**config.mk**
```make
export PLATFORM = sky130hd
export DESIGN_NAME = posit_to_float
export DESIGN_NICKNAME = d
export VERILOG_FILES = /design/src/rtl/posit_to_float.sv
export SDC_FILE = /design/constraint.sdc
export NUM_CORES = 1
export LEC_CHECK = 0
export CAP_MARGIN = 10
export CORE_AREA = 2 2 122 124
export DETAILED_ROUTE_END_ITERATION = 6
export DIE_AREA = 0 0 124 126
export DONT_BUFFER_PORTS = 1
export GPL_TIMING_DRIVEN = 0
export MAX_ROUTING_LAYER = met4
export PLACE_DENSITY = 0.45
export SLEW_MARGIN = 20
export SYNTH_ARGS = -nofsm -noshare
export SYNTH_HDL_FRONTEND = slang
export SYNTH_SLANG_ARGS = --single-unit
```
**constraint.sdc**
```tcl
create_clock -name clk_i -period 9.9 [get_ports clk_i]
set_clock_uncertainty 0.15 [all_clocks]
set_input_delay 1.98 -clock clk_i [delete_from_list [all_inputs] [get_ports clk_i]]
set_output_delay 1.98 -clock clk_i [all_outputs]
set_load 0.1 [all_outputs]
```
**src/rtl/posit_to_float.sv**
```systemverilog
// posit_to_float: two-stage posit(n,es) to binary64 converter with valid/ready handshakes
module posit_to_float #(
   parameter int n        = 16,
   parameter int es       = 1,
   parameter int FP_WIDTH = 64
) (
   input  logic                clk_i,
   input  logic                rst_i,
   input  logic                in_valid_i,
   output logic                in_ready_o,
   input  logic [n-1:0]        operand_i,
   output logic                out_valid_o,
   input  logic                out_ready_i,
   output logic [FP_WIDTH-1:0] result_o
);
   if (n < 3 || n > 32 || es < 0 || es > 3) begin : g_param_check
      $error("posit_to_float: n must be 3..32 and es 0..3");
   end
   logic               s1_valid, s2_adv;
   logic               d_sign, d_zero, d_nar, r0, run;
   logic [n-2:0]       abs_v, rem, fr;
   logic [5:0]         m;
   logic [3:0]         e_v;
   logic signed [11:0] k, d_scale;
   logic [51:0]        d_frac;
   logic               s1_sign, s1_zero, s1_nar;
   logic signed [11:0] s1_scale;
   logic [51:0]        s1_frac;
   logic [FP_WIDTH-1:0] assembled;
   assign s2_adv     = ~out_valid_o | out_ready_i;
   assign in_ready_o = ~s1_valid | s2_adv;
   always_comb begin
      d_sign = operand_i[n-1];
      d_zero = operand_i == '0;
      d_nar  = operand_i == {1'b1, {(n-1){1'b0}}};
      abs_v  = d_sign ? -operand_i[n-2:0] : operand_i[n-2:0];
      r0     = abs_v[n-2];
      m      = '0;
      run    = 1'b1;
      for (int i = n - 2; i >= 0; i--) begin
         run = run & (abs_v[i] == r0);
         m   = m + {5'b0, run};
      end
      rem     = abs_v << (m + 6'd1);
      // padding rem with zeros below lets es exceed the bits left after the regime
      e_v     = 4'({rem, 3'b0} >> (n + 2 - es));
      fr      = rem << es;
      d_frac  = 52'({fr, 52'b0} >> (n - 1));
      k       = r0 ? 12'(m) - 12'sd1 : -12'(m);
      d_scale = (k <<< es) + 12'(e_v);
   end
   assign assembled = s1_zero ? '0 :
                      s1_nar  ? 64'h7FF8_0000_0000_0000 :
                      {s1_sign, 11'(s1_scale + 12'sd1023), s1_frac};
   always_ff @(posedge clk_i) begin
      if (rst_i) begin
         s1_valid    <= 1'b0;
         out_valid_o <= 1'b0;
         result_o    <= '0;
      end else begin
         if (in_ready_o) s1_valid <= in_valid_i;
         if (in_valid_i && in_ready_o) begin
            s1_sign  <= d_sign;
            s1_zero  <= d_zero;
            s1_nar   <= d_nar;
            s1_scale <= d_scale;
            s1_frac  <= d_frac;
         end
         if (s2_adv) begin
            out_valid_o <= s1_valid;
            if (s1_valid) result_o <= assembled;
         end
      end
   end
endmodule
```
==> metrics.yaml, run 1 <==
run_status:
  status: "finished clean"
power:
  p_int_mw: 0.674
  p_leak_nw: 1.84
  p_per_area_nw_per_um2: 261
  sw_frac_of_total_pct: 46.1
  power.total_mw: 1.25
  p_switching_mw: 0.577
  seqPwrFrac_pct: 30.6
  clockPowerShare_pct: 17.4
  comb_power_share_pct: 52.0
  ir_worst_vdd_uv: 69.6
drt:
  drcViolationCount: 0
  drtPass1Iterations: 6
  wl_um: 10900
  vias: 3594
  viasPerCell: 4.91
  drt_iter0_drc: 237
  routedWlPerCell_um: 14.9
  ant_nets: 0
global_routing:
  grt_pass1_vias: 3464
  antenna_found_initial: 0
  grt_max_degree: 27
  grt_pass1_wl_um: 17700
  track_usage_pct: 14.5
  grt_overflow_total: 0
placed_design:
  preCtsSetupSlack_ns: 0.118
  io_buffers: 0
  dp.cells: 725
  finalWeightedCongestion: 0.883
  dpl.hpwl_um: 8970
setup_path:
  critPathMaxStageDelay_ns: 0.63
  cp.required_ns: 9.75
  r2r_start: "out_valid_o"
  worstPathArrival_ns: 9.32
  critPathMaxFanout: 10
  slowest_stage: "fa_1"
  cp-end-kind: "flop"
  crit_start: "operand_i[0]"
  worstSetupPathType: "input pin to flop"
  cpMostUsedCell: "fa_1"
  start_kind: "input pin"
layout:
  layout.nets: 584
  fillers: 1538
  syn_to_final_growth_pct: 13.3
  antenna_cells: 0
  drive_above_1_share_pct: 12.0
  final_cells: 732
worst_hold_path:
  hp-class: "flop to flop"
  hold_start: "s1_valid"
timing:
  holdWs_ns: 0.393
  min_period_over_period_pct: 95.6
  setup_viol: 0
  slew_violations: 0
  max_freq_ghz: 0.106
  setup_tns_ns: 0
  setup_slack_ns: 0.436
  hold_viol: 0
  rsz0062_at_grt: "no"
  slew_headroom_pct: 34.4
  worst_slew_pin_slew_ns: 0.983
  min_period_ns: 9.46
die:
  core-area_um2: 14300
  die_w_um: 124
  ioPinCount: 86
  dieArea_um2: 15600
  die_h_um: 126
  initial_core_util_pct: 29.6
  rows: 44
synthesis:
  syn-cell-area_um2: 4230
  synth_cells: 504
  synth_seq_cells: 54
  syn_area_per_cell_um2: 8.40
  ys_seq_area_share_pct: 31.7
  yosys_warnings: 0
  ys.flop_type: "dfxtp_1"
  ys_types: 67
  synth-edff-count: 26
  async_reset_ff_share_pct: 0
clocking:
  cts-root-buf: "clkbuf_16"
  clockBufferDepth: 2
  cts_sinks: 54
  clk_pin_slew_worst_paths_ns: 0.07
  cts_buffers: 5
  cts_hold_buf: 0
  cts_max_level: 2
  cts_tree: "built"
  insertion_delay_ns: 0.29
job:
  cap_viol_max_count: 0
==> critical path, delay by kind of cell <==
kind / cells / cell delay (ns)
AO/OA/AOI/OAI: 6 / 1.40
XOR/XNOR: 1 / 0.57
AND/OR/NAND/NOR: 3 / 0.76
buffers and inverters: 7 / 1.14
adder cells (fa/ha/maj): 8 / 3.46
==> registers in the layout (all words and copies together), names as in the netlist <==
register / flops
s1_sign: 1
out_valid_o: 1
result_o: 26
s1_zero: 1
s1_scale: 9
s1_valid: 1
s1_nar: 1
s1_frac: 14
==> cell type report <==
type | count | area [um^2] | area share [%]
Buffer | 67 | 413 | 8.61
Clock buffer | 5 | 125 | 2.61
Clock inverter | 3 | 63.8 | 1.33
Inverter | 28 | 105 | 2.19
Multi-Input combinational cell | 391 | 2520 | 52.5
Sequential cell | 54 | 1340 | 28.0
Tap cell | 184 | 230 | 4.80
==> cells in the mapped netlist (10+ instances only) <==
master / instances / area, um^2
a211oi_1: 10 / 75.1
a21oi_1: 42 / 210
dfxtp_1: 28 / 561
xnor2_1: 25 / 219
inv_1: 26 / 97.6
nand3_1: 18 / 90.1
nor3_1: 15 / 75.1
clkbuf_1: 22 / 82.6
nand2_1: 37 / 139
nor2_1: 49 / 184
edfxtp_1: 26 / 781
mux2i_1: 12 / 120
o21ai_0: 14 / 70.1
buf_4: 38 / 285
o211ai_1: 10 / 75.1
==> cell families (layout without fill, tap and decap cells) <==
| family | count (synthesis) | in the layout | synth area share [%] |
|---|---|---|---|
| simple gates | 165 | 165 | 19.3 |
| compound gates | 121 | 121 | 19.2 |
| buf+inv | 96 | 103 | 12.3 |
| flops | 54 | 54 | 31.7 |
| xor+xnor | 34 | 34 | 7.03 |
| fa+ha+maj | 17 | 17 | 6.44 |
| mux | 16 | 16 | 3.90 |
| other cells | 1 | 38 | 0.0886 |
==> through the flow <==
step | util [%] | instance area [um^2]
2_1_floorplan | - | 4370
3_3_place_gp | 32.2 | 4600
6_report | 33.5 | 4800
5_1_grt | 33.5 | 4800
3_5_place_dp | 32.2 | 4600
4_1_cts | 33.5 | 4790
==> what timing repair did <==
item                       CTS  global route
resized for setup            0             1
buffers inserted             0             0
setup endpoints to repair    0             2
==> metal layers <==
metal / track usage (%) / routed length, um
met1: 18.4 / 4860
met2: 23.5 / 5280
met3: 2.26 / 538
met4: 5.09 / 243
met5: - / 0
==> placed cells by master (no fill, tap or decap), types with 12 or more instances in the layout <==
| master | n |
|---|---|
| a21oi_1 | 42 |
| buf_4 | 38 |
| clkbuf_1 | 21 |
| conb_1 | 38 |
| dfxtp_1 | 28 |
| edfxtp_1 | 26 |
| inv_1 | 26 |
| mux2i_1 | 12 |
| nand2_1 | 37 |
| nand3_1 | 18 |
| nor2_1 | 49 |
| nor3_1 | 15 |
| o21ai_0 | 14 |
| xnor2_1 | 24 |
==> worst paths after layout <==
kind                      end  slack (ns)  cells past startpoint
setup / recovery  s1_frac[51]        0.44                     25
hold reg to reg   out_valid_o        0.39                      2
setup reg to reg  s1_frac[46]        6.79                      3
hold / removal    out_valid_o        0.39                      2
==> power by group through the flow <==
| stage | registers [mW] | logic [mW] | clock network [mW] |
|---|---|---|---|
| floorplan | 0.379 | 0.503 | 0 |
| global placement | 0.387 | 0.640 | 0 |
| detailed placement | 0.388 | 0.645 | 0 |
| CTS | 0.383 | 0.648 | 0.223 |
| global route | 0.387 | 0.720 | 0.233 |
| finish | 0.382 | 0.650 | 0.218 |
Note: power is estimated with default switching activity, not from simulation.
==> inputs of run 2 (changes only) <==
- ABC_CLOCK_PERIOD_IN_PS: not set -> 9600
- clock period: 9.9 -> 9.6 ns (I/O delays scaled with it)
==> run 2 against run 1 <==
Effect of this change:
- worst setup slack got worse by 0.058 ns
- first-iteration DRC count is 1.7% lower
- register-to-register slack worse by 0.30 ns
- critical path type unchanged
- via count is 0.22% higher
- clock power increased by 3%
- critical endpoint unchanged
- largest power group unchanged
- final cell count is 0.41% higher
- combinational power up 4.8%
- sequential power rose by 3%
- global-route usage unchanged
- power up 3.9%
==> metrics.yaml, run 2 (synthesis gave the netlist of run 1 again) <==
run_status:
  status: "finished clean"  # unchanged
global_routing:
  grt_pass1_vias: 3464  # unchanged
  grt_max_degree: 27  # unchanged
  track_usage_pct: 14.5  # unchanged
  antenna_found_initial: 0  # unchanged
  grt_pass1_wl_um: 17700  # unchanged
  grt_overflow_total: 0  # unchanged
die:
  initial_core_util_pct: 29.6  # unchanged
  die_w_um: 124  # unchanged
  die_h_um: 126  # unchanged
  rows: 44  # unchanged
  core-area_um2: 14300  # unchanged
  dieArea_um2: 15600  # unchanged
  ioPinCount: 86  # unchanged
drt:
  drcViolationCount: 0  # unchanged
  drt_iter0_drc: 233  # was 237
  drtPass1Iterations: 7  # was 6
  viasPerCell: 4.90  # was 4.91
  ant_nets: 0  # unchanged
  routedWlPerCell_um: 15.0  # was 14.9 um
  wl_um: 11000  # was 10900 um
  vias: 3602  # was 3594
placed_design:
  preCtsSetupSlack_ns: -0.122  # was 0.118 ns
  io_buffers: 0  # unchanged
  finalWeightedCongestion: 0.883  # unchanged
  dpl.hpwl_um: 8970  # unchanged
timing:
  slew_violations: 0  # unchanged
  min_period_over_period_pct: 96.1
  slew_headroom_pct: 34.3  # was 34.4%
  hold_viol: 0  # unchanged
  rsz0062_at_grt: "no"  # unchanged
  min_period_ns: 9.22
  setup_viol: 0  # unchanged
  max_freq_ghz: 0.108
  worst_slew_pin_slew_ns: 0.985  # was 0.983 ns
  setup_slack_ns: 0.378  # was 0.436 ns
  setup_tns_ns: 0  # unchanged
clocking:
  cts_sinks: 54  # unchanged
  clk_pin_slew_worst_paths_ns: 0.07  # about the same
  clockBufferDepth: 2  # unchanged
  cts_buffers: 5  # unchanged
  cts-root-buf: "clkbuf_16"  # unchanged
  cts_tree: "built"  # unchanged
  insertion_delay_ns: 0.29  # about the same
  cts_hold_buf: 0  # unchanged
  cts_max_level: 2  # unchanged
layout:
  largest_reg_flops: 26  # unchanged
  antenna_cells: 0  # unchanged
  reg_top3: "result_o x26, s1_frac x14, s1_scale x9"  # unchanged
  syn_to_final_growth_pct: 13.9  # was 13.3%
  layout_commonest_cell: "nor2_1"  # unchanged
  top_register: "result_o"  # unchanged
  layout.nets: 587  # was 584
  fillers: 1537  # was 1538
  final_cell_mix: "49 x nor2_1, 42 x a21oi_1, 40 x buf_4, 38 x conb_1, 37 x nand2_1"  # was 49 x nor2_1, 42 x a21oi_1, 38 x buf_4, 38 x conb_1, 37 x nand2_1
  drive_above_1_share_pct: 12.7  # was 12.0%
  ff_latch_area_um2: 1340  # unchanged
  multi_input_area_um2: 2520  # about the same
setup_path:
  worstSetupPathType: "input pin to flop"  # unchanged
  start_kind: "input pin"  # unchanged
  r2r_start: "out_valid_o"  # unchanged
  worstPathArrival_ns: 9.07  # was 9.32 ns
  rrSetupSlack_ns: 6.49  # was 6.79 ns
  cp-end-kind: "flop"  # unchanged
  r2r_end: "s1_frac[46]"  # unchanged
  cp.required_ns: 9.45  # was 9.75 ns
  ff2ff_path_depth: 3  # unchanged
  critPathMaxFanout: 10  # unchanged
worst_hold_path:
  hold_start: "s1_valid"  # unchanged
  whs_endpoint: "out_valid_o"  # unchanged
  hp-class: "flop to flop"  # unchanged
  hold_depth: 2  # unchanged
power:
  ir_worst_vdd_uv: 72.3  # was 69.6 uV
  p_leak_nw: 1.85  # was 1.84 nW
  p_per_area_nw_per_um2: 270  # was 261 nW/um^2
  power.total_mw: 1.30  # was 1.25 mW
job:
  cap_viol_max_count: 0  # unchanged
run 2: cell count changes in the layout (fill, tap and decap cells not counted), sizes merged:
cell    before  now
clkbuf      26   27
buf         46   48
run 2: stage by stage:
step	hold slack, ns	instance area [um^2]	utilization [%]	std cells
finish	0.393	4820	33.7	735
floorplan	0.346	4370	-	541
global route	0.422	4820	33.7	735
detailed placement	0.379	4600	32.2	725
CTS	0.396	4790	33.5	733
global placement	0.363	4600	32.2	725
run 2: worst max path at each step:
stage            startpoint     endpoint  cells after the start
2_1_floorplan  operand_i[0]  s1_frac[50]                     23
5_1_grt        operand_i[0]  s1_frac[44]                     25
4_1_cts        operand_i[0]  s1_frac[50]                     24
3_5_place_dp   operand_i[0]  s1_frac[50]                     24
3_3_place_gp   operand_i[1]  s1_frac[50]                     23
6_report       operand_i[0]  s1_frac[51]                     25
run 2: timing repair:
action / in CTS / in global routing
buffers inserted: 0 / 2
gates resized for setup: 0 / 4
endpoints found under the setup margin: 0 / 9
run 2: critical path, cell delays in order:
cell and delay (ns):
buf_2 0.18, inv_1 0.19, ha_1 0.29, clkbuf_1 0.36, a31oi_1 0.17, xnor2_1 0.57, and2_1 0.27, and4_1 0.29
o22ai_1 0.14, fa_1 0.46, fa_1 0.49, inv_1 0.05, fa_1 0.46, fa_1 0.53, inv_1 0.06, fa_1 0.41
fa_1 0.63, inv_1 0.07, ha_1 0.19, buf_1 0.21, nor3b_1 0.21, o21ai_2 0.41, a221oi_1 0.09, o21ai_0 0.19
o221ai_1 0.21
run 2: area by class of cell:
type,instances,share of cell area [%]
clock inverter,3,1.32
tap,184,4.78
buffer,68,8.67
timing repair buffer,2,0.311
inverter,28,2.18
sequential,54,27.8
multi-input combinational,391,52.3
clock buffer,5,2.60
run 2: metal layers:
| metal | part of all wire (%) | routed length [um] | track usage (%) | vias to the layer above |
|---|---|---|---|---|
| li1 | - | - | - | 1823 |
| met5 | 0 | 0 | - | - |
| met2 | 49 | 5360 | 23.5 | 98 |
| met3 | 4.8 | 529 | 2.26 | 19 |
| met4 | 2.2 | 240 | 5.09 | 0 |
| met1 | 44 | 4870 | 18.4 | 1662 |
run 2: power breakdown:
group	internal (mW)	total (mW)	switching [mW]	leakage [nW]
clock	0.148	0.225	0.0765	0.0915
sequential	0.316	0.394	0.0787	0.479
combinational	0.236	0.681	0.445	1.28
total	0.700	1.30	0.600	1.85
==> edit (flow settings as in run 2) <==
`n`: 16 -> 8.
--- a/src/rtl/posit_to_float.sv
+++ b/src/rtl/posit_to_float.sv
@@ -1,5 +1,5 @@
 // posit_to_float: two-stage posit(n,es) to binary64 converter with valid/ready handshakes
 module posit_to_float #(
-   parameter int n        = 16,
+   parameter int n        = 8,
    parameter int es       = 1,
    parameter int FP_WIDTH = 64
Interface: changed (resized operand_i); port bits go from 86 to 78. The function was not compared with the original's and may differ.
==> edit against run 2 <==
Sequential cell count decreased by 18; highest routed layer unchanged; routed wire length is 49% lower; area after synthesis fell by 38%; worst setup slack improved by 2.2 ns; largest power group unchanged; power down 42%; count of clock-buffer cells in the layout increased by 1; largest cell class unchanged; cell area is 34% lower; synthesized cell count is 43% lower.
==> edit: results (changes against run 2) <==
run status -> completed (unchanged)
Final Wtd Congestion -> 0.7431 (was 0.8833)
met3 wirelength from detailed routing -> 361 um (was 529 um)
share of cell area taken by muxes after synthesis -> 0.03240 (was 0.03901)
violation count after the first detailed-routing iteration -> 60 (was 233)
global-route wire length before repair -> 8887 um (was 17650 um)
Placed Cells -> 518 (was 725)
Final WS setup -> 2.602 ns (was 0.3779 ns)
mean cell area of the mapped netlist -> 9.087 um2 (was 8.401 um2)
leakage power summed over all cells -> 1.298 nW (was 1.854 nW)
Detail Placement HPWL -> 4490 um (was 8973 um)
Distinct cells, synth -> 56 (was 67)
nets@finish -> 364 (was 587)
post-placement worst setup slack -> 2.339 ns (was -0.1217 ns)
placed inst area -> 0.003025 mm2 (was 0.004603 mm2)
number of enable flip-flop cells after synthesis -> 16 (was 26)
peak ir drop on the vdd network -> 0.06673 mV (was 0.07232 mV)
top flop regs -> result_o: 18 flops, s1_scale: 7 flops, s1_frac: 6 flops (was result_o: 26 flops, s1_frac: 14 flops, s1_scale: 9 flops)
share of cells above drive strength 1 -> 0.2076 (was 0.1270)
clock-pin slew of the registers on the worst-case setup and hold paths -> 0.05 ns (was 0.07 ns)
part of the Yosys area used for sequential elements -> 0.3354 (was 0.3168)
vias in the first global route -> 1817 (was 3464)
WP data arrival -> 6.88 ns (was 9.07 ns)
Cell Count, Final, Fillers Out -> 526 (was 735)
total track usage -> 0.07389 (was 0.1454)
-- edit: changes by cell type after synthesis, moves of 10 or more --
cell,delta
sky130_fd_sc_hd__nor2_1,-26
sky130_fd_sc_hd__xnor2_1,-16
sky130_fd_sc_hd__nand2_1,-14
sky130_fd_sc_hd__clkbuf_1,-13
sky130_fd_sc_hd__inv_1,-17
sky130_fd_sc_hd__nand3_1,-10
sky130_fd_sc_hd__a21oi_1,-20
sky130_fd_sc_hd__edfxtp_1,-10
-- edit: power breakdown --
part / internal, mW / switching (mW) / total [mW]
clock: 0.0951 / 0.0567 / 0.152
combinational: 0.122 / 0.225 / 0.347
sequential: 0.198 / 0.0510 / 0.249
total: 0.415 / 0.333 / 0.748
-- edit: final timing paths --
check	end	cells past startpoint
hold reg to reg	out_valid_o	2
setup reg to reg	s1_frac[48]	3
hold / removal	out_valid_o	2
setup / recovery	s1_frac[51]	20
-- edit: worst max-delay path: stages --
cell and delay [ns]:
sky130_fd_sc_hd__buf_2 0.16, sky130_fd_sc_hd__inv_1 0.13, sky130_fd_sc_hd__ha_1 0.33, sky130_fd_sc_hd__nand2b_4 0.11, sky130_fd_sc_hd__o41ai_4 0.25, sky130_fd_sc_hd__xor2_2 0.34
sky130_fd_sc_hd__buf_6 0.21, sky130_fd_sc_hd__mux2i_1 0.27, sky130_fd_sc_hd__o21ai_1 0.11, sky130_fd_sc_hd__ha_1 0.31, sky130_fd_sc_hd__fa_1 0.48, sky130_fd_sc_hd__fa_1 0.40
sky130_fd_sc_hd__fa_1 0.60, sky130_fd_sc_hd__inv_1 0.07, sky130_fd_sc_hd__ha_1 0.24, sky130_fd_sc_hd__xor2_2 0.33, sky130_fd_sc_hd__nand2_1 0.12, sky130_fd_sc_hd__o221ai_1 0.20
sky130_fd_sc_hd__a311oi_1 0.07, sky130_fd_sc_hd__o21a_1 0.21
-- edit: final cells by class --
cell class              instances  area [um2]
fillers                      1578       11150
multi-input cells             226        1451
flip-flops and latches         36       880.8
plain buffers                  62       425.4
well taps                     184       230.2
clock buffers                   6       128.9
inverters                      10       37.54
clock inverters                 2       11.26
-- edit: cells by family (layout without fill, tap and decap cells) --
logic type,after synthesis,count (layout)
adder cells (fa/ha/maj),11,11
buffers and inverters,72,80
multiplexers,7,7
AO/OA/AOI/OAI,59,59
other,1,46
flip-flops,36,36
XOR/XNOR,16,16
AND/OR/NAND/NOR,87,87
-- edit: layer usage --
layer / vias to the layer above / GRT usage
li1: 1029 / -
met5: - / -
met4: 0 / 0.02908
met3: 6 / 0.01812
met2: 54 / 0.1167
met1: 922 / 0.09020
